--- config.mk ---
export PLATFORM = sky130hd
export DESIGN_NAME = button_event_input_flat
export DESIGN_NICKNAME = d
export VERILOG_FILES = /design/src/rtl/button_event_pkg.sv /design/src/rtl/button_event_if.sv /design/src/rtl/button_debouncer.sv /design/src/rtl/button_event_input.sv /design/src/flat_wrapper.sv
export SDC_FILE = /design/constraint.sdc
export NUM_CORES = 1
export LEC_CHECK = 0
export ABC_AREA = 0
export CAP_MARGIN = 10
export CORE_ASPECT_RATIO = 1.25
export CORE_UTILIZATION = 55
export CTS_CLUSTER_SIZE = 16
export DETAILED_ROUTE_END_ITERATION = 16
export HOLD_SLACK_MARGIN = 0.1
export PLACE_DENSITY = 0.74
export SKIP_LAST_GASP = 1
export SYNTH_ARGS = -nofsm -noshare
export SYNTH_HDL_FRONTEND = slang
export SYNTH_SLANG_ARGS = --single-unit
export TNS_END_PERCENT = 1
--- constraint.sdc ---
create_clock -name clk -period 1.7 [get_ports clk]
set_input_delay 0.17 -clock clk [delete_from_list [all_inputs] [get_ports clk]]
set_output_delay 0.17 -clock clk [all_outputs]
set_load 0.02 [all_outputs]
--- src/rtl/button_event_pkg.sv ---
// Shared types and constants for the button event input path.
// Optional timestamp feature: BUTTON_EVENT_TIMESTAMP_EN.
package button_event_pkg;

    localparam int MAX_BUTTONS = 16;
    localparam int MAX_IDX_W   = 4;

    localparam logic EV_RELEASE = 1'b0;
    localparam logic EV_PRESS   = 1'b1;

    // A single button still needs one index bit to form a legal vector.
    function automatic int ev_idx_w(input int n);
        return (n <= 1) ? 1 : $clog2(n);
    endfunction

    typedef struct packed {
        logic                 ev_type;
        logic [MAX_IDX_W-1:0] index;
    } ev_code_t;

endpackage

--- src/rtl/button_event_if.sv ---
// Event stream (valid/ready) plus sticky overflow status between the button block and the SoC.
// Optional timestamp feature: BUTTON_EVENT_TIMESTAMP_EN.
interface button_event_if
    import button_event_pkg::*;
#(
    parameter int NUM_BUTTONS = 4
`ifdef BUTTON_EVENT_TIMESTAMP_EN
    , parameter int TS_WIDTH = 16
`endif
);
    localparam int CODE_W = 1 + ev_idx_w(NUM_BUTTONS);

    // event_code/event_time are held while event_valid && !event_ready; a beat moves on valid && ready.
    logic              event_valid;
    logic              event_ready;
    logic [CODE_W-1:0] event_code;
    logic              overflow;
    logic              overflow_clear;
`ifdef BUTTON_EVENT_TIMESTAMP_EN
    logic [TS_WIDTH-1:0] event_time;
`endif

    modport master (
`ifdef BUTTON_EVENT_TIMESTAMP_EN
        output event_time,
`endif
        output event_valid, event_code, overflow,
        input  event_ready, overflow_clear
    );

    modport slave (
`ifdef BUTTON_EVENT_TIMESTAMP_EN
        input  event_time,
`endif
        input  event_valid, event_code, overflow,
        output event_ready, overflow_clear
    );

endinterface

--- src/rtl/button_debouncer.sv ---
// One button: 2-flop synchronizer, stability counter and debounced level with a flip strobe.
// flip_o is high during the cycle whose closing edge toggles state_o.
module button_debouncer #(
    parameter int DEBOUNCE_CYCLES = 1000000
) (
    input  logic clk,
    input  logic rst_n,
    input  logic btn_i,
    output logic state_o,
    output logic flip_o
);
    localparam int CNT_W = $clog2(DEBOUNCE_CYCLES);
    localparam logic [CNT_W-1:0] CNT_LAST = CNT_W'(DEBOUNCE_CYCLES - 1);

    logic             sync1_q;
    logic             sync2_q;
    logic             state_q;
    logic [CNT_W-1:0] cnt_q;

    assign flip_o  = (sync2_q != state_q) && (cnt_q == CNT_LAST);
    assign state_o = state_q;

    always_ff @(posedge clk or negedge rst_n) begin
        if (!rst_n) begin
            sync1_q <= 1'b0;
            sync2_q <= 1'b0;
            state_q <= 1'b0;
            cnt_q   <= '0;
        end else begin
            sync1_q <= btn_i;
            sync2_q <= sync1_q;
            if (sync2_q == state_q) begin
                cnt_q <= '0;
            end else if (flip_o) begin
                state_q <= ~state_q;
                cnt_q   <= '0;
            end else begin
                cnt_q <= cnt_q + 1'b1;
            end
        end
    end

endmodule

--- src/rtl/button_event_input.sv ---
// Debounced button levels plus a press/release event queue with sticky overflow.
// Define BUTTON_EVENT_TIMESTAMP_EN to add a free-running timestamp carried with each event.
module button_event_input
    import button_event_pkg::*;
#(
    parameter int NUM_BUTTONS     = 4,
    parameter int DEBOUNCE_CYCLES = 1000000,
    parameter int FIFO_DEPTH      = 4,
    parameter int TS_WIDTH        = 16
) (
    input  logic                   clk,
    input  logic                   rst_n,
    input  logic [NUM_BUTTONS-1:0] buttons_i,
    output logic [NUM_BUTTONS-1:0] state_o,
    button_event_if.master         bus
);
    localparam int IDX_W  = ev_idx_w(NUM_BUTTONS);
    localparam int CODE_W = 1 + IDX_W;
    localparam int PTR_W  = $clog2(FIFO_DEPTH);
`ifdef BUTTON_EVENT_TIMESTAMP_EN
    localparam int ENTRY_W = TS_WIDTH + CODE_W;
`else
    localparam int ENTRY_W = CODE_W;
`endif

    if (NUM_BUTTONS < 1 || NUM_BUTTONS > MAX_BUTTONS || DEBOUNCE_CYCLES < 2 ||
        FIFO_DEPTH < 2 || (FIFO_DEPTH & (FIFO_DEPTH - 1)) != 0 || TS_WIDTH < 1) begin : g_bad_params
        $error("button_event_input: illegal parameter set");
    end

    logic [NUM_BUTTONS-1:0] state;
    logic [NUM_BUTTONS-1:0] flip;
    logic [NUM_BUTTONS-1:0] pending_q, pending_d;
    logic [NUM_BUTTONS-1:0] ptype_q, ptype_d;
    logic [NUM_BUTTONS-1:0] sel_oh;
    logic                   sel_valid;
    ev_code_t               sel_code;
    logic                   drop;
    logic                   overflow_q, overflow_d;
    logic [PTR_W:0]         wr_q, rd_q;
    logic [ENTRY_W-1:0]     mem_q [FIFO_DEPTH];
    logic [ENTRY_W-1:0]     push_entry;
    logic                   full, empty, push, pop;

    for (genvar g = 0; g < NUM_BUTTONS; g++) begin : g_btn
        button_debouncer #(.DEBOUNCE_CYCLES(DEBOUNCE_CYCLES)) u_deb (
            .clk     (clk),
            .rst_n   (rst_n),
            .btn_i   (buttons_i[g]),
            .state_o (state[g]),
            .flip_o  (flip[g])
        );
    end

    assign state_o = state;

`ifdef BUTTON_EVENT_TIMESTAMP_EN
    logic [TS_WIDTH-1:0] ts_q;
    logic [TS_WIDTH-1:0] pts_q [NUM_BUTTONS];
    logic [TS_WIDTH-1:0] pts_d [NUM_BUTTONS];
    logic [TS_WIDTH-1:0] sel_ts;
`endif

    // Lowest-index pending button wins the single push slot.
    always_comb begin
        sel_valid = 1'b0;
        sel_oh    = '0;
        sel_code  = '0;
`ifdef BUTTON_EVENT_TIMESTAMP_EN
        sel_ts    = '0;
`endif
        for (int i = NUM_BUTTONS - 1; i >= 0; i--) begin
            if (pending_q[i]) begin
                sel_valid        = 1'b1;
                sel_oh           = NUM_BUTTONS'(1) << i;
                sel_code.ev_type = ptype_q[i];
                sel_code.index   = MAX_IDX_W'(i);
`ifdef BUTTON_EVENT_TIMESTAMP_EN
                sel_ts           = pts_q[i];
`endif
            end
        end
    end

    assign empty = (wr_q == rd_q);
    assign full  = (wr_q[PTR_W] != rd_q[PTR_W]) && (wr_q[PTR_W-1:0] == rd_q[PTR_W-1:0]);
    assign push  = sel_valid && !full;
    assign pop   = !empty && bus.event_ready;

`ifdef BUTTON_EVENT_TIMESTAMP_EN
    assign push_entry = {sel_ts, sel_code.ev_type, sel_code.index[IDX_W-1:0]};
`else
    assign push_entry = {sel_code.ev_type, sel_code.index[IDX_W-1:0]};
`endif

    // A flip on a button whose previous event is still pending is lost, never merged.
    always_comb begin
        pending_d = pending_q;
        ptype_d   = ptype_q;
        drop      = 1'b0;
`ifdef BUTTON_EVENT_TIMESTAMP_EN
        pts_d     = pts_q;
`endif
        for (int i = 0; i < NUM_BUTTONS; i++) begin
            if (push && sel_oh[i]) pending_d[i] = 1'b0;
            if (flip[i]) begin
                if (pending_q[i]) begin
                    drop = 1'b1;
                end else begin
                    pending_d[i] = 1'b1;
                    ptype_d[i]   = state[i] ? EV_RELEASE : EV_PRESS;
`ifdef BUTTON_EVENT_TIMESTAMP_EN
                    pts_d[i]     = ts_q;
`endif
                end
            end
        end
        overflow_d = drop | (overflow_q & ~bus.overflow_clear);
    end

    always_ff @(posedge clk or negedge rst_n) begin
        if (!rst_n) begin
            pending_q  <= '0;
            ptype_q    <= '0;
            overflow_q <= 1'b0;
            wr_q       <= '0;
            rd_q       <= '0;
            for (int k = 0; k < FIFO_DEPTH; k++) mem_q[k] <= '0;
        end else begin
            pending_q  <= pending_d;
            ptype_q    <= ptype_d;
            overflow_q <= overflow_d;
            if (push) begin
                mem_q[wr_q[PTR_W-1:0]] <= push_entry;
                wr_q <= wr_q + 1'b1;
            end
            if (pop) rd_q <= rd_q + 1'b1;
        end
    end

`ifdef BUTTON_EVENT_TIMESTAMP_EN
    always_ff @(posedge clk or negedge rst_n) begin
        if (!rst_n) begin
            ts_q <= '0;
            for (int k = 0; k < NUM_BUTTONS; k++) pts_q[k] <= '0;
        end else begin
            ts_q  <= ts_q + 1'b1;
            pts_q <= pts_d;
        end
    end

    assign bus.event_time = mem_q[rd_q[PTR_W-1:0]][ENTRY_W-1:CODE_W];
`endif

    assign bus.event_valid = !empty;
    assign bus.event_code  = mem_q[rd_q[PTR_W-1:0]][CODE_W-1:0];
    assign bus.overflow    = overflow_q;

endmodule
--- src/flat_wrapper.sv ---
// flat-port wrapper written by rule: the top's interface ports become plain ports
module button_event_input_flat import button_event_pkg::*;
#(
    parameter int NUM_BUTTONS     = 4,
    parameter int DEBOUNCE_CYCLES = 1000000,
    parameter int FIFO_DEPTH      = 4,
    parameter int TS_WIDTH        = 16
)
  (clk, rst_n, buttons_i, state_o, bus_event_valid, bus_event_code, bus_overflow, bus_event_ready, bus_overflow_clear);
  button_event_if #(.NUM_BUTTONS(NUM_BUTTONS)) bus_i ();
  input  logic clk;
  input  logic rst_n;
  input  logic [NUM_BUTTONS-1:0] buttons_i;
  output logic [NUM_BUTTONS-1:0] state_o;
  output wire logic [$bits(bus_i.event_valid)-1:0] bus_event_valid;
  output wire logic [$bits(bus_i.event_code)-1:0] bus_event_code;
  output wire logic [$bits(bus_i.overflow)-1:0] bus_overflow;
  input wire logic [$bits(bus_i.event_ready)-1:0] bus_event_ready;
  input wire logic [$bits(bus_i.overflow_clear)-1:0] bus_overflow_clear;
  assign bus_event_valid = bus_i.event_valid;
  assign bus_event_code = bus_i.event_code;
  assign bus_overflow = bus_i.overflow;
  assign bus_i.event_ready = bus_event_ready;
  assign bus_i.overflow_clear = bus_overflow_clear;
  button_event_input #(.NUM_BUTTONS(NUM_BUTTONS), .DEBOUNCE_CYCLES(DEBOUNCE_CYCLES), .FIFO_DEPTH(FIFO_DEPTH), .TS_WIDTH(TS_WIDTH)) u_core (.clk(clk), .rst_n(rst_n), .buttons_i(buttons_i), .state_o(state_o), .bus(bus_i));
endmodule
# Yosys cells after proc, flatten, opt, wreduce, memory -nomap -nowiden
# Cells that the tools add are included.
# Widths: inputs -> output; s select.
totals:
  inputBits: 8
  wordCells: 141
  out_inout_bits: 9
  reg_bits: 119
op_classes:
  order_cmp: 3
  n_reduce_logical: 22
  bitwise_logic: 17
  add_sub_neg: 6
  eq_ne: 15
  mux: 50
ops:
  columns: ["operator", "count"]
  rows:
  - ["$mux 20", 8]
  - ["$add 20x1->20 const B", 4]
  - ["$eq 20x20->1 const B", 4]
  - ["$mux 1", 28]
  - ["$mux 5", 4]
  - ["$mux 4", 4]
  - ["$reduce_and 2->1", 8]
  - ["$not 1->1", 13]
  - ["$bwmux 12", 1]
  - ["$logic_and 1x1->1", 12]
  - ["$mux 3", 3]
  - ["$add 3x1->3 const B", 2]
  - ["$bmux 3 s2", 1]
  - ["$demux 3 s2", 1]
  - ["$ge 3x3->1 const B", 2]
  - ["$not 2->3", 2]
  - ["$ne 1x1->1", 5]
  - ["$eq 1x1->1", 4]
  - ["$eq 3x3->1", 1]
  - ["$lt 3x1->1 const B", 1]
  - ["$eq 2x2->1", 1]
  - ["$logic_not 1->1", 2]
  - ["$and 1x1->1", 1]
  - ["$or 1x1->1", 1]

# Logic depth before layout (Yosys ltp)
depth:
  word_depth: 10
  mapped_depth: 8
  depth_no_buf: 6

# Modules after synthesis
# A second synthesis with hierarchy kept.
hier_totals:
  cells_unflattened: 577
  area_unflattened_um2: 5846.9
modules_own_cells:
  columns: ["mod", "seq_area_each_um2", "instances", "area_per_inst_um2", "cells_each"]
  rows:
  - ["button_debouncer", 575.6, 4, 1111.1, 115]
  - ["button_event_input", 675.6, 1, 1402.6, 117]

# Worst setup path after synthesis
# Ideal clock, no wire load.
synth_timing:
  kind: "flip-flop to flip-flop"
  from: "register u_core.g_btn[0].u_deb.cnt_q[15]"
  to: "register u_core.g_btn[0].u_deb.cnt_q[12]"
  setup_slack_ns: -0.112
  arrival_time_ns: 1.693
  t_required_ns: 1.581
  path_stages_with_launch: 8
  cell_sequence: "dfrtp_1 > or4b_1 > nor4_2 > nand2_1 > nand2b_1 > buf_4 > buf_6 > nor2_1"
synth_between:
  elab_chain_len: 4
synth_rtl:
  columns: ["element", "line", "text"]
  rows:
  - ["start: declaration", "button_debouncer.sv:18", "logic [CNT_W-1:0] cnt_q;"]
  - ["start signal: assignment", "button_debouncer.sv:38", "cnt_q <= cnt_q + 1'b1;"]
  - ["$eq 20x20->1", "button_debouncer.sv:20", "assign flip_o = (sync2_q != state_q) && (cnt_q == CNT_LAST);"]
  - ["$logic_and 1x1->1", "button_debouncer.sv:20", null]
  - ["$mux 20", "button_debouncer.sv:34", "end else if (flip_o) begin"]
  - ["$mux 20", "button_debouncer.sv:32", "if (sync2_q == state_q) begin"]
# Every way passes these cells.
# A chain may end at the register's enable or synchronous reset.

# Final worst setup path
layout_timing:
  from: "register u_core.rd_q[0]"
  to: "output port bus_event_code[1]"
layout_between:
  elab_chain_len: 4
layout_rtl:
  columns: ["element", "line", "text"]
  rows:
  - ["start: declaration", "button_event_input.sv:40", "logic [PTR_W:0] wr_q, rd_q;"]
  - ["start signal: assignment", "button_event_input.sv:137", "if (pop) rd_q <= rd_q + 1'b1;"]
  - ["$not 2->3 (implied by the code)", "button_event_input.sv:156", "assign bus.event_code = mem_q[rd_q[PTR_W-1:0]][CODE_W-1:0];"]
  - ["$bmux 3 s2", "button_event_input.sv:156", null]
  - ["$mux 3 (implied by the code) (2 in a row)", "button_event_input.sv:156", null]
  - ["end: declaration", "flat_wrapper.sv:16", "output wire logic [$bits(bus_i.event_code)-1:0] bus_event_code;"]
# Every way passes these cells. The select of a mux whose other input is x is not followed.

==> key figures <==
STA
  • Final Max Tran Viols: 0
  • RSZ-0062 raised after global routing: yes
  • Rel. slew slack: 0.744
  • Clock Skews: 8.67 ps
  • Hold Vio Cnt, Final: 0
  • Hold_ws: 185 ps
  • Transition time at the pin with the least slew margin: 380 ps
  • Final WS setup: -94.3 ps
  • Final setup fails: 87
  • Period utilisation layout: 1.06
  • Min cycle time layout: 1790 ps
  • Max Freq: 557 MHz

Global routing
  • GR Overflow Total: 0
  • GR Util All Layers: 0.240
  • Largest net degree at the start of global routing: 56
  • Initial antenna violation count: 0
  • First-pass GRT wire length: 19900 um
  • Number of global-route vias before repair: 4318

Synthesis
  • Yosys warnings: 0
  • Post-synth EDFFs: 0
  • Post-Synth XOR/XNOR Area: 0.130
  • Synth Area in Adders: 0.0199
  • Most numerous cell in the Yosys netlist: dfrtp_1
  • Post-Syn Area per Cell: 10.6 sq um
  • Largest family of logic cells by synthesized area: simple AND/OR/NAND/NOR gates
  • Main synth FF type: dfrtp_1
  • Part of the Yosys area used for sequential elements: 0.526
  • Number of synthesized register bits: 119
  • Post-Synthesis Cells: 536
  • Synth area leader: dfrtp_1
  • Post-synthesis compound-gate area fraction: 0.0237
  • Synthesized area: 5660 sq um
  • Synth unique cells: 46
  • Top area cells in the synthesized netlist: dfrtp_1, nor2_1, xnor2_1
  • Synthesized-area fraction occupied by and/or/nand/nor cells: 0.225
  • Post-synth top cells: dfrtp_1, nor2_1, xnor2_1, xor2_1, nand2_1
  • Async SR Flop Fraction: 1.00
  • Net Count, Synth: 553
  • Mux contribution to synthesized area: 0.0476
  • Share of the synthesized area in the top cell type: 0.526

Route
  • ANT nets after route: 0
  • DR WL/cell: 14.3 um
  • Via density per instance: 5.28
  • 1st-pass router iterations: 4
  • DR vias: 4153
  • Starting DRT DRC Count: 210
  • DR DRC count: 0
  • Total Wirelength: 11300 um

Power
  • Register share of total power: 0.436
  • Clock power frac: 0.531
  • Switching Share: 0.208
  • Switch Pwr: 0.00138 W
  • LEAKAGE: 3.27 nW
  • Logic pwr share: 0.032
  • Int Pwr: 0.00525 W
  • Power per cell area: 923 nW/um^2
  • Max rail drop VDD: 0.640 mV

Final layout
  • Fill count: 722
  • Seq. cell area: 2980 sq um
  • Nets: 661
  • P&R area growth vs syn: 27.1%
  • Multi-input gate area: 2550 sq um
  • Fraction of layout cells with a size suffix above 1: 0.237
  • Final core area utilization: 0.715
  • # diodes: 0

CTS
  • Num CTS Buffers: 17
  • Max clock buf depth: 2
  • Sink Count: 119
  • CTS tree: built
  • Clk root buf: clkbuf_16
  • H-tree depth: 4
  • Clock-pin slew on the worst setup and hold paths: 50 ps
  • Clk Latency, worst-skew pair: 420 ps
  • Setup Fix Bufs, Post-CTS: 0

Die
  • Die area: 10700 sq um
  • I/O pin cnt: 17
  • Die height: 115 um
  • Die Wd: 92.7 um
  • CORE AREA: 10100 sq um
  • Core Rows: 41
  • Starting Density: 0.563

Run status
  • Violated checks: negative setup slack
  • Status: finished, violations left

Critical path
  • Crit path launch type: flop
  • CP required: 1530 ps
  • Critical path, cell by cell: buf_4 > mux4_2 > buf_2
  • Max stage delay on crit path: 490 ps
  • CP Capture Type: output port
  • CP Max Fanout: 4
  • Worst Path Arrival: 1620 ps
  • Critical setup path kind: reg -> out
  • CP max stage cell: mux4_2

Placement
  • Post-DP HPWL: 7860 um
  • Pre-CTS WS: -244 ps
  • Final Wtd Congestion: 0.791
  • Port Buffers: 16

Min path
  • Hold Crit Class: in -> reg

Run
  • Max Cap Viol: 0
-- layout by cell type (no fill, tap or decap), types with 5 or more instances in the layout --
cell type	instances
mux2_2	16
o21ai_0	5
clkbuf_16	17
ha_1	9
nand3_1	34
clkdlybuf4s50_1	11
buf_4	83
and3_1	8
inv_1	14
nand4_1	13
xnor2_1	42
xor2_1	42
nand2_1	40
nor2_1	99
nor4_1	9
clkinv_2	6
dfrtp_1	118
nor3_1	10
-- power by group through the flow --
stage | clock network [W] | registers [W] | logic [W]
final | 0.00352 | 0.00289 | 0.000214
after global routing | 0.00368 | 0.00290 | 0.000247
after CTS | 0.00356 | 0.00289 | 0.000221
after detailed placement | 0 | 0.00294 | 0.000217
after global placement | 0 | 0.00294 | 0.000213
after floorplan | 0 | 0.00294 | 0.0000765
-- final timing paths --
check                                                startpoint                              end  slack [ps]  cells after the start
worst max-delay path                             u_core.rd_q[0]                bus_event_code[1]         -90                      3
worst min-delay path                               buttons_i[0]    u_core.g_btn[0].u_deb.sync1_q         190                      1
worst max register to register  u_core.g_btn[0].u_deb.cnt_q[15]   u_core.g_btn[0].u_deb.cnt_q[3]         -80                      6
worst min register to register    u_core.g_btn[2].u_deb.sync1_q    u_core.g_btn[2].u_deb.sync2_q         350                      0
max in group asynchronous                                 rst_n   u_core.g_btn[0].u_deb.cnt_q[6]         880                      3
min in group asynchronous                                 rst_n  u_core.g_btn[1].u_deb.cnt_q[14]         220                      2
-- cell type report --
| class | instances | area share |
|---|---|---|
| clock inverter | 9 | 0.0136 |
| clock buffer | 23 | 0.0679 |
| tap | 129 | 0.0225 |
| multi-input combinational | 388 | 0.355 |
| inverter | 14 | 0.00731 |
| timing repair buffer | 104 | 0.119 |
| sequential | 119 | 0.415 |
-- worst max-delay path, delay by kind of cell, from the launching register on --
| kind | cells | cell delay [ps] |
|---|---|---|
| buffers and inverters | 2 | 310 |
| DFF | 1 | 410 |
| muxes | 1 | 490 |
-- per-layer routing --
metal	track usage	up-vias	wire, um
met5	0	-	0
met4	0.114	0	271
met2	0.417	53	5940
li1	-	2039	-
met1	0.284	2042	4780
met3	0.0509	19	282
-- registers in the layout, summed over array words and instances (netlist names), 3 cells and up --
register,count
u_core.pending_q,4
u_core.mem_q,12
u_core.wr_q,3
u_core.rd_q,3
u_core.g_btn.u_deb.state_o,4
u_core.g_btn.u_deb.sync2_q,4
u_core.g_btn.u_deb.sync1_q,4
u_core.ptype_q,4
u_core.g_btn.u_deb.cnt_q,80
-- repair_timing --
item | 4_1_cts | 5_1_grt
hold endpoints to repair | 119 | 0
resized for setup | 23 | 0
pin swaps | 2 | 0
hold buffers | 1 | 0
setup endpoints to repair | 107 | 108
-- through the flow --
stage | cells | power (W) | setup TNS [ps] | instance area, sq um
6_report | 786 | 0.00663 | -3800 | 7190
4_1_cts | 786 | 0.00667 | -5230 | 7190
2_1_floorplan | 536 | 0.00302 | -3400 | 5660
3_5_place_dp | 753 | 0.00316 | -11810 | 6580
5_1_grt | 786 | 0.00682 | -15520 | 7190
3_3_place_gp | 753 | 0.00315 | -7500 | 6580
-- cell families (layout without fill, tap and decap cells) --
kind of cell | count (synthesis) | count (layout)
compound gates | 20 | 20
xor+xnor | 84 | 84
fa+ha+maj | 9 | 9
buf+inv | 29 | 150
flops | 119 | 119
mux | 21 | 21
simple gates | 254 | 254
Power figures use the tool's default switching activity.
